[src/rtl/issue_dispatch_unit.sv]
// Decode/issue stage: in-order instruction queue feeding reservation-station classes,
// with per-class occupancy counters fed back from the RS/CDB release pulses.
module issue_dispatch_unit #(
    parameter int IQ_DEPTH = 4,
    parameter int N_ADD_RS = 3,
    parameter int N_MUL_RS = 2,
    parameter int N_LD_RS  = 2,
    parameter int N_ST_RS  = 2
) (
    input  logic        clk,
    input  logic        reset,
    input  logic        flush,
    input  logic        instr_valid,
    input  logic [31:0] instr_in,
    output logic        instr_ready,
    output logic        issue_valid,
    output logic [1:0]  issue_class,
    output logic [2:0]  issue_alu_ctrl,
    output logic [1:0]  issue_imm_src,
    output logic [31:0] issue_instr,
    output logic        unsup_pulse,
    input  logic        add_free,
    input  logic        mul_free,
    input  logic        ld_free,
    input  logic        st_free,
    output logic        occ_err
);

    localparam int AW = $clog2(IQ_DEPTH);
    localparam int PW = AW + 1;

    typedef struct packed {
        logic       sup;
        logic [1:0] cls;
        logic [2:0] alu;
        logic [1:0] imm;
    } dec_t;

    function automatic dec_t decode(input logic [31:0] w);
        dec_t d;
        d     = '0;
        d.sup = 1'b1;
        case (w[6:0])
            7'b0000011: d.cls = 2'b10;
            7'b0100011: begin
                d.cls = 2'b11;
                d.imm = 2'b01;
            end
            7'b0110011: begin
                case (w[14:12])
                    3'b000: begin
                        if (w[31:25] == 7'b0100000) begin
                            d.alu = 3'b001;
                        end else if (w[31:25] == 7'b0000001) begin
                            d.cls = 2'b01;
                            d.alu = 3'b110;
                        end
                    end
                    3'b010:  d.alu = 3'b101;
                    3'b110:  d.alu = 3'b011;
                    3'b111:  d.alu = 3'b010;
                    default: d.sup = 1'b0;
                endcase
            end
            // Immediate ALU ops ignore funct7, so no SUB/MUL forms exist here
            7'b0010011: begin
                case (w[14:12])
                    3'b000:  d.alu = 3'b000;
                    3'b010:  d.alu = 3'b101;
                    3'b110:  d.alu = 3'b011;
                    3'b111:  d.alu = 3'b010;
                    default: d.sup = 1'b0;
                endcase
            end
            default: d.sup = 1'b0;
        endcase
        return d;
    endfunction

    logic [31:0]   mem_q [IQ_DEPTH];
    logic [31:0]   mem_d [IQ_DEPTH];
    logic [PW-1:0] wr_ptr_q, wr_ptr_d, rd_ptr_q, rd_ptr_d;
    logic          full, empty, push, can_pop, pop_sup, pop_unsup;
    logic [31:0]   head;
    dec_t          head_dec;
    logic [3:0]    free_vec, cls_full, underflow;

    assign full        = (wr_ptr_q[PW-1] != rd_ptr_q[PW-1]) && (wr_ptr_q[AW-1:0] == rd_ptr_q[AW-1:0]);
    assign empty       = (wr_ptr_q == rd_ptr_q);
    assign instr_ready = !full;
    assign push        = instr_valid && !full && !flush;
    assign head        = mem_q[rd_ptr_q[AW-1:0]];
    assign head_dec    = decode(head);
    assign free_vec    = {st_free, ld_free, mul_free, add_free};

    // Unsupported words never wait on an RS slot; they are simply dropped
    assign can_pop   = !empty && !flush && (!head_dec.sup || !cls_full[head_dec.cls]);
    assign pop_sup   = can_pop && head_dec.sup;
    assign pop_unsup = can_pop && !head_dec.sup;

    always_comb begin
        wr_ptr_d = wr_ptr_q;
        rd_ptr_d = rd_ptr_q;
        mem_d    = mem_q;
        if (flush) begin
            rd_ptr_d = wr_ptr_q;
        end else begin
            if (push) begin
                mem_d[wr_ptr_q[AW-1:0]] = instr_in;
                wr_ptr_d                = wr_ptr_q + PW'(1);
            end
            if (can_pop) begin
                rd_ptr_d = rd_ptr_q + PW'(1);
            end
        end
    end

    always_ff @(posedge clk) begin
        mem_q <= mem_d;
    end

    always_ff @(posedge clk or posedge reset) begin
        if (reset) begin
            wr_ptr_q <= '0;
            rd_ptr_q <= '0;
        end else begin
            wr_ptr_q <= wr_ptr_d;
            rd_ptr_q <= rd_ptr_d;
        end
    end

    for (genvar c = 0; c < 4; c++) begin : g_rs
        localparam int N = (c == 0) ? N_ADD_RS : (c == 1) ? N_MUL_RS : (c == 2) ? N_LD_RS : N_ST_RS;
        localparam int W = $clog2(N + 1);
        logic [W-1:0] cnt_q, cnt_d;
        logic         alloc;

        assign alloc        = pop_sup && (head_dec.cls == 2'(c));
        assign cls_full[c]  = (cnt_q >= W'(N));
        assign underflow[c] = !alloc && free_vec[c] && (cnt_q == '0);

        always_comb begin
            cnt_d = cnt_q;
            if (alloc && !free_vec[c]) begin
                cnt_d = cnt_q + W'(1);
            end else if (!alloc && free_vec[c] && (cnt_q != '0)) begin
                cnt_d = cnt_q - W'(1);
            end
        end

        always_ff @(posedge clk or posedge reset) begin
            if (reset) begin
                cnt_q <= '0;
            end else begin
                cnt_q <= cnt_d;
            end
        end
    end

    logic        issue_valid_q, issue_valid_d, unsup_pulse_q, unsup_pulse_d, occ_err_q, occ_err_d;
    logic [1:0]  issue_class_q, issue_class_d, issue_imm_src_q, issue_imm_src_d;
    logic [2:0]  issue_alu_ctrl_q, issue_alu_ctrl_d;
    logic [31:0] issue_instr_q, issue_instr_d;

    always_comb begin
        issue_valid_d    = pop_sup;
        unsup_pulse_d    = pop_unsup;
        issue_class_d    = issue_class_q;
        issue_alu_ctrl_d = issue_alu_ctrl_q;
        issue_imm_src_d  = issue_imm_src_q;
        issue_instr_d    = issue_instr_q;
        occ_err_d        = occ_err_q | (|underflow);
        if (pop_sup) begin
            issue_class_d    = head_dec.cls;
            issue_alu_ctrl_d = head_dec.alu;
            issue_imm_src_d  = head_dec.imm;
            issue_instr_d    = head;
        end
    end

    always_ff @(posedge clk or posedge reset) begin
        if (reset) begin
            issue_valid_q    <= 1'b0;
            unsup_pulse_q    <= 1'b0;
            occ_err_q        <= 1'b0;
            issue_class_q    <= '0;
            issue_alu_ctrl_q <= '0;
            issue_imm_src_q  <= '0;
            issue_instr_q    <= '0;
        end else begin
            issue_valid_q    <= issue_valid_d;
            unsup_pulse_q    <= unsup_pulse_d;
            occ_err_q        <= occ_err_d;
            issue_class_q    <= issue_class_d;
            issue_alu_ctrl_q <= issue_alu_ctrl_d;
            issue_imm_src_q  <= issue_imm_src_d;
            issue_instr_q    <= issue_instr_d;
        end
    end

    assign issue_valid    = issue_valid_q;
    assign unsup_pulse    = unsup_pulse_q;
    assign occ_err        = occ_err_q;
    assign issue_class    = issue_class_q;
    assign issue_alu_ctrl = issue_alu_ctrl_q;
    assign issue_imm_src  = issue_imm_src_q;
    assign issue_instr    = issue_instr_q;

endmodule

[config.mk]
export PLATFORM = sky130hd
export DESIGN_NAME = issue_dispatch_unit
export DESIGN_NICKNAME = d
export VERILOG_FILES = /design/src/rtl/issue_dispatch_unit.sv
export SDC_FILE = /design/constraint.sdc
export NUM_CORES = 1
export LEC_CHECK = 0
export CAP_MARGIN = 20
export CORE_MARGIN = 2
export CORE_UTILIZATION = 35
export DETAILED_ROUTE_END_ITERATION = 16
export MAX_ROUTING_LAYER = met4
export PLACE_DENSITY = 0.56
export SLEW_MARGIN = 30
export SYNTH_ARGS = -nofsm -noshare
export SYNTH_HDL_FRONTEND = slang
export SYNTH_SLANG_ARGS = --single-unit
export TNS_END_PERCENT = 10
[constraint.sdc]
create_clock -name clk -period 10.94 [get_ports clk]
set_input_delay 1.094 -clock clk [delete_from_list [all_inputs] [get_ports clk]]
set_output_delay 1.094 -clock clk [all_outputs]
set_load 0.02 [all_outputs]
======== Word-level counts from Yosys, hierarchy flattened ========
Index checks and enable logic that the tools add are counted.
storage, ports and cells
  bits in registers ....................... 184
  bits of input ports ..................... 40
  output and inout bits ................... 43
  word-level logic and storage cells ...... 145
cells by class
  $add $sub $neg .......................... 10
  magnitude comparators ................... 8
  eq/ne operators ......................... 15
  mux-type cells .......................... 29
  bitwise gates (word level) .............. 4
  reduce and logical (&&, ||, !) cells .... 62
operators by type and width
  cell                 count
  $bwmux 128           1
  $mux 32              3
  $bmux 32 s2          1
  $demux 32 s2         1
  $logic_and 1x1->1    28
  $eq 7x6->1 const B   3
  $reduce_bool 2->1    9
  $mux 2               8
  $logic_not 1->1      13
  $pmux 3 s4           1
  $logic_not 2->1      5
  $mux 3               3
  $pmux 3 s3           1
  $add 2x1->2 const B  4
  $ge 2x2->1 const B   4
  $reduce_or 4->1      2
  $sub 2x1->2 const B  4
  $eq 7x1->1 const B   1
  $eq 7x2->1 const B   1
  $eq 7x5->1 const B   1
  $add 3x1->3 const B  2
  $eq 3x3->1 const B   2
  $ge 3x3->1 const B   2
  $not 2->3            2
  20 further kinds     26

======== Longest topological paths before layout ========
Gate-level depths: netlist of the first run.
  depth after elaboration ................. 21
  mapped depth ............................ 12
  depth with buffers taken out ............ 7

======== Least setup slack after synthesis of the first run ========
No wires, ideal clock.
  path kind ............................... reg-to-reg
  start ................................... reg rd_ptr_q[0]
  end ..................................... reg issue_instr_q[5] (netlist: issue_instr[5])
  arrival time ............................ 3758 ps
  data required time ...................... 10812 ps
  slack ................................... 7055 ps
  cell stages (with the launch flop) ...... 12
  buffers on the path ..................... 4
  period minus slack after synthesis ...... 3885 ps
  cells stage by stage .................... dfrtp_1 -> buf_2 -> buf_4 -> mux4_2 -> or2_2 -> or4_1 -> or4_1 -> buf_2 -> mux2_4 -> a21oi_4 -> buf_4 -> mux2_1
between the ends
  word-level cells in the longest chain between the ends .. 15
  elaborated cells on any way between the ends .. 33
  classes of those cells .................. eq/ne: 10; mux: 11; bitwise: 1; reduce/logical: 11
ends and longest elaborated chain
  what                                        line  RTL
  start: declaration                          82    logic [PW-1:0] wr_ptr_q, wr_ptr_d, rd_ptr_q, rd_ptr_d;
  start signal: assignment                    128   rd_ptr_q <= rd_ptr_d;
  $not 2->3 (not written as such)             92    assign head = mem_q[rd_ptr_q[AW-1:0]];
  $bmux 32 s2                                 92
  $mux 32 (not written as such) (2 in a row)  92
  $eq 7x1->1                                  54    end else if (w[31:25] == 7'b0000001) begin
  $mux 4                                      54
  $mux 1                                      52    if (w[31:25] == 7'b0100000) begin
  $mux 1                                      50    case (w[14:12])
  $pmux 2 s3                                  43    case (w[6:0])
  $bmux 1 s2                                  97    assign can_pop = !empty && !flush && (!head_dec.sup || !cls_full[head_dec.cls]);
  $mux 1 (not written as such)                97
  $logic_not 1->1                             97
  $logic_or 1x1->1                            97
  $logic_and 1x1->1                           97
  $logic_and 1x1->1                           98    assign pop_sup = can_pop && head_dec.sup;
  end signal: assignment                      197   issue_instr_q <= issue_instr_d;
  end: declaration                            163   logic [31:0] issue_instr_q, issue_instr_d;
Parallel ways exist; a longest one is shown, timed or not. The select of a mux whose other input is x is not followed.
A chain may end at the register's enable or synchronous reset.

======== Final worst setup path of the first run ========
  start ................................... reg rd_ptr_q[0]
  end ..................................... reg issue_instr_q[26] (netlist: issue_instr[26])
Same word-level chain as after synthesis.

==> run_results.csv, run 1 <==
group,metric,value,unit
outcome,status,"finished, final reports clean",
sta,hold_viol,0,
yosys,synth-edff-count,128,
yosys,yosysTopAreaCellShare,0.534,
cells_and_area,nFillCells,1751,
placement,dp_cells,740,
grt,grt_antenna_before_repair,0,
floorplan,initial_core_util,0.356,
sta,fin_ws,5800,ps
detailed_routing,wl_per_cell,18.0,um
setup_path,worstPathRequired,11230,ps
sta,setup_viol,0,
sta,period_minus_slack,5140,ps
pwr,seqPwrFrac,0.439,
detailed_routing,via_per_inst,4.86,
cells_and_area,syn_to_final_growth,23.1,%
yosys,yosys_warnings,0,
cells_and_area,drive_gt1_frac,0.151,
cells_and_area,instances_no_fill,772,
sta,relSlewSlack,0.377,
setup_path,critical_path_class,"reg -> reg",
cells_and_area,seq_area,0.00522,mm^2
sta,rsz0062_at_grt,"false",
yosys,ys_seq_area_frac,0.726,
placement,dp_slack,5690,ps
sta,fin_worst_skew,12.5,ps
grt,grt_pass1_wl,22300,um
clocking,clk_pin_slew_worst_paths,70,ps
setup_path,cp_max_fo,31,
sta,worst_pin_slew,934,ps
pwr,peakVddDrop,85.8,uV
sta,fmax,0.195,GHz
clocking,htreeDepth,4,
cells_and_area,multi_input_area,0.00184,mm^2
pwr,switching_share,0.307,
clocking,cts-root-buf,"clkbuf_16",
detailed_routing,routed_wl,13900,um
clocking,cts-buffers-inserted,17,
sta,drv_slew,0,
placement,place.gp.congestion,0.779,
floorplan,die_width,147,um
pwr,power_density,246,mW/mm^2
detailed_routing,drt_iter0_drc,210,
grt,grt_usage,0.140,
yosys,synthFlopType,"edfxtp_1",
grt,grt_max_degree,44,
pwr,power.switching,0.669,mW
grt,overflow,0,
sta,setup_tns,0,ps
detailed_routing,ant_nets,0,
setup_path,arrival,5430,ps
yosys,synth_nets,445,
setup_path,end_kind,"flip-flop",
yosys,synth_commonest_cells,"edfxtp_1 (128), dfrtp_1 (55), mux2_1 (29), mux4_2 (28)",
detailed_routing,drc,0,
sta,finalCritPeriodShare,0.470,
yosys,yosysMostFrequentCell,"edfxtp_1",
floorplan,num_rows,52,
floorplan,core_area,0.0202,mm^2
detailed_routing,dr_total_vias,3749,
cells_and_area,num_antenna_cells,0,
yosys,syn_inst,400,
setup_path,worstSetupStartpointType,"flip-flop",
clocking,clk_latency,420,ps
floorplan,die_area,0.0217,mm^2
placement,dp_hpwl,8870,um
placement,place_area,0.00829,mm^2
clocking,cts_tree,"yes",
cells_and_area,fin_area,0.00886,mm^2
yosys,ys_ff_latch,183,
yosys,syn_area_per_cell,18.0,um^2
flow_run,drv_cap,0,
clocking,clock_sinks,183,
clocking,clockBufferDepth,2,
detailed_routing,dr.pass1.iters,4,
yosys,synthesis.area,0.00719,mm^2
yosys,synthArstFlopShare,0.301,
clocking,cts_resized,0,
pwr,p_clk_frac,0.266,
pwr,pwr-share-comb,0.295,
cells_and_area,nets,534,
floorplan,die_y,147,um
clocking,post_cts_buffers,0,
yosys,synthTopCellsByArea,"edfxtp_1 (53%), dfrtp_1 (19%), mux4_2 (8.8%)",
pwr,intPower,1.51,mW
pwr,p_leak,3.14,nW
yosys,synth_cell_type_count,55,
clocking,cts_hold_buf,0,
worst_hold_path,hold_path_class,"reg -> reg",
floorplan,ios,83,
placement,port_buffers,81,
yosys,synth_largest_area_cell,"edfxtp_1",
grt,grt_pass1_vias,4010,
[kinds of logic after synthesis]
logic type	after synthesis	share of synthesized area
flip-flops	183	0.726
adder cells (fa/ha/maj)	5	0.00870
XOR/XNOR	6	0.00730
AO/OA/AOI/OAI	38	0.0381
AND/OR/NAND/NOR	77	0.0598
multiplexers	62	0.141
buffers and inverters	28	0.0193
other	1	0.000521
[placed cells by master, fill, tap and decap left out, drive strengths merged, types with 3 or more instances in the layout]
cell type      instances
mux2                  30
a31oi                  3
a21oi                  6
clkbuf                20
nor2b                  7
ha                     5
nor2                  13
xor2                   4
and2                   6
clkdlybuf4s50         81
o21ai                 10
mux2i                  4
a211oi                 4
nor3                   3
inv                   16
nand3                  9
nand3b                 3
clkinv                 3
dfrtp                 55
nor4                   6
mux4                  28
buf                    5
clkinvlp               4
edfxtp               128
nand2                 13
or2                    3
[state kept, by name, summed over array words and instances (netlist names)]
signal / cells
mem_q: 128
issue_instr: 32
g_rs.cnt_q: 8
issue_alu_ctrl: 3
rd_ptr_q: 3
wr_ptr_q: 3
issue_class: 2
issue_imm_src: 1
issue_valid: 1
occ_err: 1
unsup_pulse: 1
[layout make-up]
cell class,instances,share of cell area
clock inverters,12,0.0133
repair buffers,86,0.0958
multi-input cells,189,0.208
flip-flops and latches,183,0.589
clock buffers,20,0.0504
inverters,12,0.00508
well taps,270,0.0381
[per-layer routing]
metal / track usage / share of wire / up-vias
li1: - / - / 1728
met1: 0.173 / 0.43 / 1927
met2: 0.230 / 0.51 / 85
met3: 0.0352 / 0.046 / 9
met4: 0.0418 / 0.011 / 0
met5: - / 0 / -
[worst max-delay path, cell delays in order (launching register included)]
cell and delay, ps:
dfrtp_2 630, buf_4 470, mux4_2 570, or4b_1 550, or4_1 550, or4_1 700
mux2_4 400, a21oi_4 270, buf_4 470, mux2_1 380
[path summary, 6_finish.rpt]
path                       slack [ps]              end           start  cells past startpoint
max reg2reg                      5800  issue_instr[26]     rd_ptr_q[0]                      9
max                              5800  issue_instr[26]     rd_ptr_q[0]                      9
min reg2reg                       470   issue_instr[0]  issue_instr[0]                      1
min                               470   issue_instr[0]  issue_instr[0]                      1
min in group asynchronous         940  issue_instr[23]           reset                      2
max in group asynchronous        9070      rd_ptr_q[0]           reset                      3
[power by group through the flow]
stage | logic (mW) | clock network [mW] | registers, mW
after global routing | 0.701 | 0.621 | 0.975
after CTS | 0.658 | 0.592 | 0.963
after global placement | 0.648 | 0 | 0.973
final | 0.644 | 0.580 | 0.958
after detailed placement | 0.654 | 0 | 0.977
after floorplan | 0.351 | 0 | 1.01
[through the flow]
stage           util  hold slack (ps)  power, mW
2_1_floorplan      -              482       1.37
3_3_place_gp   0.410              471       1.62
4_1_cts        0.438              491       2.21
3_5_place_dp   0.410              476       1.63
6_report       0.438              474       2.18
5_1_grt        0.438              510       2.30
Note: power is estimated with default switching activity, not from simulation.
==> run 2: changes to the inputs <==
==> constraint.sdc (replaced) <==
create_clock -name clk -period 5.3 [get_ports clk]
set_input_delay 0.53 -clock clk [delete_from_list [all_inputs] [get_ports clk]]
set_output_delay 0.53 -clock clk [all_outputs]
set_load 0.02 [all_outputs]
==> run 2 against run 1 <==
  * Register-to-register slack got worse by 5000 ps
  * Cell area increased by 1.1%
  * Global-route usage increased by 0.45 points
  * Clock skew decreased by 1.5 ps
  * Largest power group unchanged
  * Power increased by 110%
  * Sequential power increased by 110%
  * Final cell count increased by 0.78%
  * Worst hold slack got worse by 13 ps
  * Sequential cell count unchanged
  * Critical path depth unchanged
  * Utilization increased by 0.46 points
==> run_results.csv, run 2 (same netlist as run 1, synthesis figures left out) <==
group,metric,value,unit
outcome,status,"finished, final reports clean",
worst_hold_path,hold_path_class,"reg -> reg",
placement,dp_hpwl,9240,um
clocking,clockBufferDepth,2,
pwr,p_leak,3.20,nW
setup_path,worstSetupStartpointType,"flip-flop",
clocking,cts_hold_buf,0,
grt,grt_usage,0.145,
detailed_routing,dr.pass1.iters,4,
sta,finalCritPeriodShare,0.857,
clocking,clock_sinks,183,
cells_and_area,num_antenna_cells,0,
detailed_routing,ant_nets,0,
detailed_routing,drt_iter0_drc,269,
sta,setup_tns,0,ps
detailed_routing,routed_wl,14200,um
sta,hold_viol,0,
clocking,cts-buffers-inserted,17,
cells_and_area,mostFrequentLayoutCell,"edfxtp_1",
grt,grt_pass1_vias,4123,
cells_and_area,multi_input_area,0.00184,mm^2
grt,grt_pass1_wl,23000,um
pwr,power_density,513,mW/mm^2
sta,drv_slew,0,
floorplan,die_y,147,um
setup_path,critical_path_class,"reg -> reg",
detailed_routing,via_per_inst,4.86,
clocking,htreeDepth,4,
sta,relSlewSlack,0.376,
cells_and_area,syn_to_final_growth,24.4,%
detailed_routing,dr_total_vias,3781,
floorplan,die_area,0.0217,mm^2
pwr,peakVddDrop,244,uV
grt,grt_max_degree,56,
cells_and_area,instances_no_fill,778,
floorplan,ios,83,
clocking,cts-root-buf,"clkbuf_16",
cells_and_area,largest_reg_flops,128,
clocking,cts_tree,"yes",
clocking,post_cts_buffers,0,
detailed_routing,wl_per_cell,18.2,um
setup_path,end_kind,"flip-flop",
sta,hold_ws,461,ps
placement,place.gp.congestion,0.763,
setup_path,cp_max_fo,15,
placement,port_buffers,81,
clocking,clk_latency,420,ps
sta,rsz0062_at_grt,"false",
sta,worst_pin_slew,936,ps
cells_and_area,nets,540,
floorplan,core_area,0.0202,mm^2
cells_and_area,final_util,0.442,
cells_and_area,seq_area,0.00522,mm^2
detailed_routing,drc,0,
cells_and_area,nFillCells,1766,
cells_and_area,drive_gt1_frac,0.163,
setup_path,worstPathRequired,5600,ps
sta,fmax,0.220,GHz
flow_run,drv_cap,0,
clocking,clk_pin_slew_worst_paths,70,ps
floorplan,die_width,147,um
sta,setup_viol,0,
grt,overflow,0,
clocking,cts_resized,0,
sta,fin_worst_skew,11.0,ps
grt,grt_antenna_before_repair,0,
sta,period_minus_slack,4540,ps
floorplan,num_rows,52,
setup_path,arrival,4840,ps
cells_and_area,top_register,"mem_q",
floorplan,initial_core_util,0.356,
placement,dp_cells,745,
cells_and_area,final_cell_mix,"edfxtp_1 (128), clkdlybuf4s50_1 (81), dfrtp_1 (54)",
run 2: cell count changes in the layout (fill, tap and decap cells not counted), sizes merged:
| cell | delta |
|---|---|
| buf | +6 |
| clkbuf | +1 |
| clkinvlp | -2 |
| inv | +1 |
run 2: path summary, 6_finish.rpt:
check	depth (start not counted)	end	startpoint	slack [ps]
max in group asynchronous	3	rd_ptr_q[0]	reset	4110
max reg2reg	9	issue_instr[11]	rd_ptr_q[0]	760
min	1	issue_instr[1]	issue_instr[1]	460
max	9	issue_instr[11]	rd_ptr_q[0]	760
min in group asynchronous	3	issue_instr[2]	reset	620
min reg2reg	1	issue_instr[1]	issue_instr[1]	460
run 2: worst max-delay path, cell delays in order (launching register included):
cell     delay, ps
dfrtp_2        580
buf_4          270
mux4_2         560
or2_2          340
or4_1          560
or4_1          710
mux2_4         410
a21oi_4        300
buf_4          330
mux2_1         350
run 2: layer usage:
layer,global-route usage,vias up,part of all wire
met4,0.0447,0,0.014
met3,0.0333,13,0.027
met1,0.179,1960,0.45
li1,-,1742,-
met2,0.238,66,0.51
met5,-,-,0
run 2: per-stage QoR:
| stage | setup WS (ps) | area (um^2) | total power [mW] |
|---|---|---|---|
| floorplan | 1410 | 7190 | 2.82 |
| global placement | 820 | 8330 | 3.36 |
| detailed placement | 715 | 8330 | 3.39 |
| CTS | 701 | 8930 | 4.66 |
| global route | 532 | 8950 | 4.84 |
| finish | 759 | 8950 | 4.60 |
run 2: report_power, final:
| group | switching [mW] | total, mW | internal, mW |
|---|---|---|---|
| sequential | 0.181 | 2.00 | 1.82 |
| combinational | 0.680 | 1.34 | 0.658 |
| clock | 0.536 | 1.26 | 0.724 |
| total | 1.40 | 4.60 | 3.20 |
run 2: cell type report:
cell class,count,share of cell area
multi-input combinational,189,0.206
clock inverter,11,0.0120
tap,270,0.0377
inverter,12,0.00503
timing repair buffer,92,0.101
clock buffer,21,0.0551
sequential,183,0.583
==> run 3: changes to the inputs <==
--- a/config.mk
+++ b/config.mk
@@ -9,6 +9,7 @@
 export CORE_MARGIN = 2
 export CORE_UTILIZATION = 35
 export DETAILED_ROUTE_END_ITERATION = 16
+export GPL_ROUTABILITY_DRIVEN = 0
 export MAX_ROUTING_LAYER = met4
 export PLACE_DENSITY = 0.56
 export SLEW_MARGIN = 30
==> results of run 3 <==
Final layout, timing and power as in run 2 (identical DEF).
